===== config.mk =====
export PLATFORM = sky130hd
export DESIGN_NAME = wb_reg_responder
export DESIGN_NICKNAME = d
export VERILOG_FILES = /design/src/rtl/wb_reg_responder.sv
export SDC_FILE = /design/constraint.sdc
export NUM_CORES = 1
export LEC_CHECK = 0
export CORE_UTILIZATION = 45
export DETAILED_ROUTE_END_ITERATION = 8
export PLACE_DENSITY = 0.68
export SKIP_LAST_GASP = 1
export SYNTH_ARGS = -nofsm -noshare
export SYNTH_HDL_FRONTEND = slang
export SYNTH_SLANG_ARGS = --single-unit

===== constraint.sdc =====
create_clock -name i_clk -period 17.9 [get_ports i_clk]
set_input_delay 5.37 -clock i_clk [delete_from_list [all_inputs] [get_ports i_clk]]
set_output_delay 5.37 -clock i_clk [all_outputs]
set_load 0.01 [all_outputs]

===== src/rtl/wb_reg_responder.sv =====
// Pipelined Wishbone B4 register-bank responder with programmable wait states; reg1[7:0] drives the LEDs.
// Optional free-running cycle counter at address NREGS: define WB_REG_RESPONDER_CYCLE_COUNTER_EN.
module wb_reg_responder #(
  parameter int          NREGS       = 8,
  parameter int          WAIT_STATES = 0,
  parameter logic [31:0] ID_VALUE    = 32'hB0B0_0001
) (
  input  logic        i_clk,
  input  logic        i_reset,
  input  logic        i_wb_cyc,
  input  logic        i_wb_stb,
  input  logic        i_wb_we,
  input  logic [29:0] i_wb_addr,
  input  logic [31:0] i_wb_data,
  input  logic [3:0]  i_wb_sel,
  output logic        o_wb_stall,
  output logic        o_wb_ack,
  output logic        o_wb_err,
  output logic [31:0] o_wb_data,
  output logic [7:0]  o_LEDS
);

  localparam int         IDX_W     = $clog2(NREGS);
  localparam bit         NO_WAIT   = (WAIT_STATES == 0);
  localparam logic [3:0] WAIT_LOAD = 4'(WAIT_STATES > 0 ? WAIT_STATES - 1 : 0);

  typedef enum logic [1:0] {ST_IDLE, ST_WAIT, ST_RESP} state_t;

  state_t      r_state, w_state_next;
  logic [3:0]  r_cnt, w_cnt_next;
  logic        r_stall, w_stall_next;
  logic        r_ack, w_ack_next;
  logic        r_err, w_err_next;
  logic [31:0] r_rdata, w_rdata_next;
  logic [7:0]  r_leds;

  logic        r_we;
  logic [29:0] r_addr;
  logic [31:0] r_wdata;
  logic [3:0]  r_sel;

  logic [31:0] r_regs [NREGS];

  logic        w_accept, w_latch, w_commit;
  logic        w_c_we;
  logic [29:0] w_c_addr;
  logic [31:0] w_c_data;
  logic [3:0]  w_c_sel;
  logic [IDX_W-1:0] w_idx;
  logic        w_is_id, w_in_bank, w_is_cnt, w_c_err;
  logic [31:0] w_c_rd, w_cur, w_merged, w_cycles;

  assign w_accept = i_wb_cyc & i_wb_stb & ~r_stall;

  // Without wait states the request commits in its accept cycle, straight from the bus.
  assign w_c_we   = NO_WAIT ? i_wb_we   : r_we;
  assign w_c_addr = NO_WAIT ? i_wb_addr : r_addr;
  assign w_c_data = NO_WAIT ? i_wb_data : r_wdata;
  assign w_c_sel  = NO_WAIT ? i_wb_sel  : r_sel;
  assign w_idx    = w_c_addr[IDX_W-1:0];

  assign w_is_id   = (w_c_addr == 30'd0);
  assign w_in_bank = !w_is_id && (w_c_addr < 30'(NREGS));

`ifdef WB_REG_RESPONDER_CYCLE_COUNTER_EN
  logic [31:0] r_cycles;
  always_ff @(posedge i_clk or posedge i_reset) begin
    if (i_reset) r_cycles <= 32'd0;
    else         r_cycles <= r_cycles + 32'd1;
  end
  assign w_cycles = r_cycles;
  assign w_is_cnt = (w_c_addr == 30'(NREGS));
`else
  assign w_cycles = 32'd0;
  assign w_is_cnt = 1'b0;
`endif

  assign w_c_err = w_is_id ? w_c_we : (w_in_bank ? 1'b0 : (w_is_cnt ? w_c_we : 1'b1));
  assign w_cur   = r_regs[w_idx];

  always_comb begin
    w_c_rd = 32'd0;
    if (w_is_id)        w_c_rd = ID_VALUE;
    else if (w_in_bank) w_c_rd = w_cur;
    else if (w_is_cnt)  w_c_rd = w_cycles;
  end

  genvar gi;
  generate
    for (gi = 0; gi < 4; gi++) begin : g_lane
      assign w_merged[8*gi +: 8] = w_c_sel[gi] ? w_c_data[8*gi +: 8] : w_cur[8*gi +: 8];
    end
  endgenerate

  always_comb begin
    w_state_next = r_state;
    w_cnt_next   = r_cnt;
    w_stall_next = 1'b0;
    w_latch      = 1'b0;
    w_commit     = 1'b0;
    case (r_state)
      ST_WAIT: begin
        // Dropping cyc abandons the pending request without a response.
        if (!i_wb_cyc) begin
          w_state_next = ST_IDLE;
        end else if (r_cnt == 4'd0) begin
          w_state_next = ST_RESP;
          w_commit     = 1'b1;
        end else begin
          w_cnt_next   = r_cnt - 4'd1;
          w_stall_next = 1'b1;
        end
      end
      default: begin
        w_state_next = ST_IDLE;
        if (w_accept) begin
          w_latch = 1'b1;
          if (NO_WAIT) begin
            w_state_next = ST_RESP;
            w_commit     = 1'b1;
          end else begin
            w_state_next = ST_WAIT;
            w_cnt_next   = WAIT_LOAD;
            w_stall_next = 1'b1;
          end
        end
      end
    endcase
    w_ack_next   = w_commit & ~w_c_err;
    w_err_next   = w_commit & w_c_err;
    w_rdata_next = (w_commit && !w_c_err && !w_c_we) ? w_c_rd : 32'd0;
  end

  always_ff @(posedge i_clk or posedge i_reset) begin
    if (i_reset) begin
      r_state <= ST_IDLE;
      r_cnt   <= 4'd0;
      r_stall <= 1'b0;
      r_ack   <= 1'b0;
      r_err   <= 1'b0;
      r_rdata <= 32'd0;
      r_leds  <= 8'd0;
      r_we    <= 1'b0;
      r_addr  <= 30'd0;
      r_wdata <= 32'd0;
      r_sel   <= 4'd0;
    end else begin
      r_state <= w_state_next;
      r_cnt   <= w_cnt_next;
      r_stall <= w_stall_next;
      r_ack   <= w_ack_next;
      r_err   <= w_err_next;
      r_rdata <= w_rdata_next;
      r_leds  <= r_regs[1][7:0];
      if (w_latch) begin
        r_we    <= i_wb_we;
        r_addr  <= i_wb_addr;
        r_wdata <= i_wb_data;
        r_sel   <= i_wb_sel;
      end
    end
  end

  always_ff @(posedge i_clk or posedge i_reset) begin
    if (i_reset) begin
      for (int i = 0; i < NREGS; i++) r_regs[i] <= 32'd0;
    end else if (w_commit && w_c_we && w_in_bank) begin
      r_regs[w_idx] <= w_merged;
    end
  end

  assign o_wb_stall = r_stall;
  assign o_wb_ack   = r_ack;
  assign o_wb_err   = r_err;
  assign o_wb_data  = r_rdata;
  assign o_LEDS     = r_leds;

endmodule

==> run_results.csv <==
group,metric,value,unit
synth,synth_area_per_cell,13.8,µm²
setup_path,arrival,8.75,ns
synth,yosysTopAreaCell,"dfrtp_1",
global_routing,grt.total_usage,19.9,%
power_and_ir_drop,max-vdd-ir-drop,0.0000721,V
routing,drt_drc_violations_left,0,
global_routing,antenna_found_initial,2,
timing,fin_skew,0.0154,ns
routing,num_vias,7814,
setup_path,path_cells,"buf_2 > buf_4 > nand2_1 > or4b_1 > buf_4 > mux2_1",
outcome,status,"completed",
global_routing,grt_pass1_wl,47200,µm
placement,dp_hpwl,17900,µm
synth,synth_flop_cell,"dfrtp_1",
clock_tree,cts_hold_buffers,0,
power_and_ir_drop,leakage,0.00765,µW
setup_path,critPathMaxStageDelay,1.18,ns
floorplan,row_count,62,
clock_tree,path_clk_slew,0.06,ns
clock_tree,clk_latency,0.56,ns
clock_tree,numCtsBuffers,31,
synth,syn_inst,951,
floorplan,die_w,173,µm
routing,ant_nets,0,
cells_and_area,drive_gt1_share,29.4,%
timing,min_period_over_period,46.4,%
clock_tree,cts_root_buf,"clkbuf_16",
routing,drt_first_pass_iters,7,
synth,ys_seq_area_share,56.8,%
flow_run,maxCapViolCount,0,
global_routing,grt_max_degree,104,
routing,wl_per_cell,20.3,µm
timing,fmax,120,MHz
routing,drt_iter0_drc,505,
timing,hold_viol,0,
cells_and_area,seqCellArea,7460,µm²
cells_and_area,multi_input_area,5260,µm²
placement,port_buffers,112,
synth,synthTopCellsByArea,"dfrtp_1 (57%), mux2_2 (20%), mux2_1 (5.1%), mux2i_1 (4.9%), a22o_1 (2.1%)",
setup_path,end_kind,"flip-flop",
cells_and_area,area_growth,17.8,%
timing,layout_min_cycle_time,8.31,ns
timing,report.final.slew_viol_count,0,
setup_path,crit_path_start_kind,"input port",
clock_tree,cts_resized,0,
cells_and_area,fill_cells,2414,
setup_path,slowest_stage,"or4b_1",
global_routing,grt_pass1_vias,8468,
global_routing,grt-ovfl-total,0,
timing,tns,0,ns
placement,dp_cells,1371,
clock_tree,cts_max_level,1,
synth,syn_area,13100,µm²
timing,rsz0062_at_grt,"no",
min_path,hold_path_class,"flip-flop to flip-flop",
floorplan,die_area,29900,µm²
synth,ys_warn_count,0,
timing,finalSetupViolations,0,
clock_tree,cts_tree,"done",
timing,max_slew_margin,24.3,%
cells_and_area,nNetsFinal,1091,
setup_path,worst-setup-path-type,"input port to flip-flop",
cells_and_area,instances_no_fill,1425,
synth,ys_async_sr_fraction,100,%
floorplan,ios,114,
power_and_ir_drop,pwr_density_cell,90.3,nW/µm²
routing,drt-total-wl,29000,µm
clock_tree,clockBufferDepth,3,
synth,postSynthNetCount,1022,
synth,synth_top_cell_area_share,56.8,%
synth,synth_commonest_cells,"dfrtp_1 (298), mux2_2 (228), mux2i_1 (64)",
routing,routed_via_density,5.48,
synth,ys_seq_elements,298,
floorplan,start_util,45.8,%
synth,synth.distinct_cells,35,
setup_path,crit_top_cell,"buf_4",
floorplan,coreArea,28700,µm²
synth,synth_most_common_cell,"dfrtp_1",
setup_path,required,18.34,ns
timing,tightest_slew,1.13,ns
clock_tree,postCtsSetupBuffers,0,
clock_tree,clock_sinks,298,
floorplan,die_h,173,µm
setup_path,crit_fanout,42,
placement,place_congestion,0.735,
synth,synth_edf_count,0,
## worst max-delay path, delay by kind of cell
family | cells | cell delay (ns)
buffers and inverters | 3 | 1.01
muxes | 1 | 0.34
and+or+nand+nor | 2 | 2.02
## path summary, 6_finish.rpt
check                           slack [ns]         start     endpoint  cells past startpoint
worst max-delay path                  9.59  i_wb_addr[0]  r_regs[145]                      6
worst min-delay path                  0.37   r_regs[255]  r_regs[255]                      0
worst max register to register       16.02   r_regs[149]   r_regs[21]                      4
worst min register to register        0.37   r_regs[255]  r_regs[255]                      0
max in group asynchronous            11.14       i_reset  r_regs[169]                      3
min in group asynchronous             5.35       i_reset  r_regs[227]                      2
## stage by stage
| step | cell area [µm²] | total power [µW] | utilization, % | hold WS, ns | worst slack (ns) |
|---|---|---|---|---|---|
| after CTS | 15500 | 1410 | 53.9 | 0.378 | 9.59 |
| after detailed placement | 14500 | 775 | 50.4 | 0.365 | 8.99 |
| after floorplan | 13100 | 738 | - | 0.368 | 4.30 |
| after global routing | 15500 | 1440 | 53.9 | 0.380 | 9.42 |
| after global placement | 14500 | 774 | 50.4 | 0.364 | 9.05 |
| final | 15500 | 1400 | 53.9 | 0.374 | 9.59 |
## registers in the layout (all words and copies together) (netlist names)
register / cells
o_wb_ack: 1
o_wb_data: 32
r_regs: 256
o_LEDS: 8
o_wb_err: 1
## kinds of logic (layout without fill, tap and decap cells)
logic type / after synthesis / in the layout / share of synthesized area [%]
flops: 298 / 298 / 56.8
simple gates: 100 / 100 / 4.20
buf+inv: 96 / 185 / 3.48
other cells: 1 / 2 / 0.0286
compound gates: 104 / 104 / 5.94
mux: 352 / 352 / 29.6
## placed cells by master, fill, tap and decap left out, drive strengths merged, types with 10 or more instances in the layout
cell type	Yosys	layout
mux2i	64	64
buf	35	21
clkdlybuf4s50	0	110
o31ai	32	32
nand2	35	35
nor3	26	26
clkbuf	60	49
a22o	32	32
mux2	288	288
o22ai	32	32
nor2	10	10
dfrtp	298	298
## routing by layer
| layer | track usage, % | vias up | routed length [µm] |
|---|---|---|---|
| met1 | 28.1 | 3997 | 13600 |
| met4 | 4.83 | 2 | 612 |
| met5 | 0 | - | 13 |
| met2 | 32.3 | 171 | 13600 |
| li1 | - | 3599 | - |
| met3 | 3.19 | 45 | 1210 |
## cell type report
type / count / area share, %
Clock buffer: 49 / 6.03
Sequential cell: 298 / 48.2
Multi-Input combinational cell: 557 / 34.0
Tap cell: 384 / 3.11
Clock inverter: 4 / 0.477
Timing Repair Buffer: 131 / 8.12
Inverter: 1 / 0.0728
Antenna cell: 1 / 0.0162
## power by group
part / switching, µW / internal (µW)
combinational: 55.7 / 31.8
sequential: 0.0256 / 674
clock: 254 / 382
Note: power is estimated with default switching activity, not from simulation.
==> patch 1, RTL diff (config.mk and constraints unchanged) <==
Set the parameter `NREGS` to 16 (it was 8).
--- a/src/rtl/wb_reg_responder.sv
+++ b/src/rtl/wb_reg_responder.sv
@@ -3,3 +3,3 @@
 module wb_reg_responder #(
-  parameter int          NREGS       = 8,
+  parameter int          NREGS       = 16,
   parameter int          WAIT_STATES = 0,
Formal check against the unedited RTL: not equivalent (Yosys sat finds a counterexample within 4 cycles, from zero or initial values and one cycle with i_reset high).
==> patch 1 against the original RTL <==
Setup slack worse by 380 ps; sequential cell count is 256 higher; routed wire length grew to 2.7 times the old value; total power is 85% higher; final area is 90% higher; clock power is 79% higher; area after synthesis is 97% higher; first-iteration DRC count grew to 4.8 times the old value; critical path type unchanged.
==> patch 1: results (changes against the original RTL) <==
clock network fraction of total power: 0.440 (-0.015)
Worst setup endpoint: r_regs[456]
Final Worst Setup Slack: 9220 ps (-375 ps)
Leak Pwr: 13.5 nW (+77%)
CP top delay family: buffers and inverters
Worst VDD drop: 0.0772 mV (+7.1%)
initial DRC count: 2,423 (+380%)
mapped cell area: 25,900 um2 (+97%)
Clock Sinks: 554 (+86%)
Reg-to-Reg End: r_regs[451]
first-pass iteration count of the detailed router: 6 (-1)
vias in the first global route: 19,900 (+140%)
diodes inserted: 0 (-1)
largest net degree at the start of global routing: 109 (+4.8%)
later-pin clock latency in the skew report: 620 ps (+60 ps)
Synth Instances: 2,145 (+130%)
Distinct cells, synth: 43 (+23%)
fin util: 0.518 (-0.0209)
max reg flops: 512 (+100%)
total CTS buffers: 56 (+81%)
global-route wire length before repair: 119,000 um (+150%)
Filler cells: 4,854 (+100%)
gr usage total: 0.260 (+0.0605)
reg-to-reg slack, setup: 15,920 ps (-100 ps)
initial antenna violation count: 0 (-2)
buffer share of cell area: 0.0510 (-0.0302)
status: completed
global placement routability congestion: 0.829 (+13%)
sequential share of the synthesized area: 0.535 (-0.0327)
clk pwr: 1.14 mW (+79%)
GR Util met1: 0.360 (+0.0787)
multi-input gates: 1,356 (+140%)
top cells by area in the synthesized netlist: dfrtp_1 (54%), a31oi_1 (11%), mux2_2 (10%)
Placement Setup Slack: 8750 ps (-240 ps)
placed wire-length estimate: 44,300 um (+150%)
met2 wire len: 35,400 um (+160%)
fraction of area in multi-input gates: 0.384 (+0.0440)
Placed Cells: 2,830 (+110%)
met3 usage in global routing: 0.0504 (+0.0185)
WL met3: 7190 um (+490%)
met2 Usage GRT: 0.401 (+0.0787)
sequential power: 1.25 mW (+85%)
crit path DAT: 9200 ps (+450 ps)
clock network share of area: 0.0599 (-0.00517)
crit path launch: i_wb_addr[29]
Syn Nets: 2,216 (+120%)
==> patch 1: cell count changes in the layout (fill, tap and decap cells not counted), moves of 25 or more <==
cell       before  now
a31oi_1         1  449
dfrtp_1       298  554
mux2i_1        64  256
a22oi_1         0  113
nand3_1         1   82
mux2_1         60   25
a211oi_1        0   32
o22ai_1        32    0
buf_4          20   50
clkbuf_16      31   57
o31ai_1        32    6
nor3_1         26    1
==> patch 1: logic make-up (layout without fill, tap and decap cells) <==
group	count (synthesis)	count (layout)	share of synthesized area
simple gates	166	166	0.0382
mux	512	512	0.210
compound gates	677	677	0.179
other cells	1	1	0.000145
buf+inv	235	262	0.0374
flops	554	554	0.535
==> patch 1: worst min-delay path by stage <==
stage,startpoint,endpoint,slack (ps)
after floorplan,r_regs[448],o_LEDS[0],370
after global placement,r_regs[494],r_regs[494],360
after detailed placement,r_regs[489],r_regs[489],360
after CTS,r_regs[497],r_regs[497],380
after global routing,r_regs[497],r_regs[497],390
final,r_regs[489],r_regs[489],380
==> patch 2, RTL diff (same settings) <==
Without the edit above. Register the output `o_LEDS` once more, without a reset; this adds one clock of latency there. The other outputs are not delayed to match.
--- a/src/rtl/wb_reg_responder.sv
+++ b/src/rtl/wb_reg_responder.sv
@@ -175,3 +175,5 @@
   assign o_wb_data  = r_rdata;
-  assign o_LEDS     = r_leds;
+  always_ff @(posedge i_clk) begin
+    o_LEDS <= r_leds;
+  end
 
Function: changed (a bounded check fails within 4 cycles, from zero or initial values and one cycle with i_reset high).
==> patch 2 against the original RTL <==
Die area is 9.5% higher; setup slack lost 430 ps; total power is 8.6% higher; area after synthesis rose by 9.6%; count of clock-buffer cells in the layout fell by 3; register-to-register slack worse by 60 ps; sequential cell count increased by 8; final area grew 8.7%; combinational power increased by 13%; utilization is 0.63 points lower; first-iteration DRC count increased by 120%; cell count is 20% higher; worst hold slack got worse by 34 ps; routed wire length up 40%.
==> patch 2: results (changes against the original RTL) <==
status: completed
Placement Setup Slack: 8740 ps (-255 ps)
FFs w/ async S/R, synth: 0.974 (-0.0261)
Compound-Gate Fraction of Synth Area: 0.176 (+0.117)
synth cell count leaders: dfrtp_1 (298), o31ai_1 (173), clkbuf_1 (122), mux2i_1 (115), mux2_2 (89)
largest net degree at the start of global routing: 143 (+38%)
vias per inst: 6.25 (+14%)
WL final: 40,600 um (+40%)
later-pin clock latency in the skew report: 520 ps (-40 ps)
Leak Pwr: 7.81 nW (+2.1%)
placed wire-length estimate: 23,500 um (+31%)
initial DRC count: 1,100 (+120%)
Distinct cells, synth: 47 (+34%)
gr usage total: 0.250 (+0.0511)
largest family of logic cells by synthesized area: compound AO/OA/AOI/OAI gates
diodes inserted: 0 (-1)
H-tree depth: 2 (+1)
initial antenna violation count: 1 (-1)
Syn Nets: 1,331 (+30%)
Worst VDD drop: 0.0574 mV (-20%)
post-synthesis mux area share: 0.159 (-0.137)
global-route wire length before repair: 63,800 um (+35%)
fraction of layout instances using a drive strength above 1: 0.170 (-0.124)
sequential share of the synthesized area: 0.529 (-0.0388)
crit path DAT: 9130 ps (+380 ps)
Psw: 0.358 mW (+16%)
-- patch 2: cell count changes after synthesis, moves of 18 or more --
cell,unedited run,this run
o21ai_0,0,32
nand2b_1,2,21
inv_1,1,65
o41ai_1,0,47
mux2i_1,64,115
clkbuf_1,60,122
nor3_1,26,8
o31ai_1,32,173
mux2_1,60,0
mux2_2,228,89
a22o_1,32,0
-- patch 2: logic make-up after synthesis --
group,Yosys count
compound gates,345
simple gates,180
buf+inv,218
other cells,1
flops,306
mux,210
-- patch 2: per-layer routing --
| layer | track usage | share of wire | vias up |
|---|---|---|---|
| met5 | 0 | 0 | - |
| met1 | 0.360 | 0.45 | 5399 |
| li1 | - | - | 4771 |
| met3 | 0.0405 | 0.070 | 79 |
| met2 | 0.385 | 0.45 | 439 |
| met4 | 0.0838 | 0.028 | 0 |
-- patch 2: power groups by stage --
stage / clock network [mW] / registers [mW] / logic, mW
6_report: 0.727 / 0.692 / 0.0992
5_1_grt: 0.767 / 0.691 / 0.106
3_3_place_gp: 0 / 0.704 / 0.0977
2_1_floorplan: 0 / 0.705 / 0.0565
4_1_cts: 0.739 / 0.692 / 0.0984
3_5_place_dp: 0 / 0.704 / 0.0981
-- patch 2: metrics by stage --
| stage | cells | cell area (um2) | hold WS, ps | utilization |
|---|---|---|---|---|
| 2_1_floorplan | 1260 | 14400 | 324 | - |
| 3_3_place_gp | 1650 | 15600 | 328 | 0.496 |
| 3_5_place_dp | 1650 | 15600 | 327 | 0.496 |
| 4_1_cts | 1711 | 16800 | 341 | 0.533 |
| 5_1_grt | 1711 | 16800 | 355 | 0.533 |
| 6_report | 1711 | 16800 | 340 | 0.533 |
-- patch 2: worst paths after layout --
check	slack, ps	from	to	depth (start not counted)
max in group asynchronous	10760	i_reset	r_regs[99]	3
worst max-delay path	9160	i_wb_addr[29]	r_regs[187]	7
worst min-delay path	340	r_leds[5]	o_LEDS[5]	0
worst min register to register	340	r_leds[5]	o_LEDS[5]	0
worst max register to register	15960	r_regs[97]	r_regs[1]	4
min in group asynchronous	5500	i_reset	r_leds[2]	2
-- patch 2: final cells by class --
type | instances | area, um2
sequential | 306 | 7620
timing repair buffer | 141 | 1330
clock inverter | 15 | 169
multi-input combinational | 736 | 5950
clock buffer | 46 | 998
fill | 2727 | 14700
inverter | 65 | 251
tap | 402 | 503
-- patch 2: critical path: stages --
cell and delay (ps):
clkdlybuf4s50_1 410, or4_1 560, buf_4 330, nor4_2 930, nand3_1 720, buf_4 460, mux2_2 300
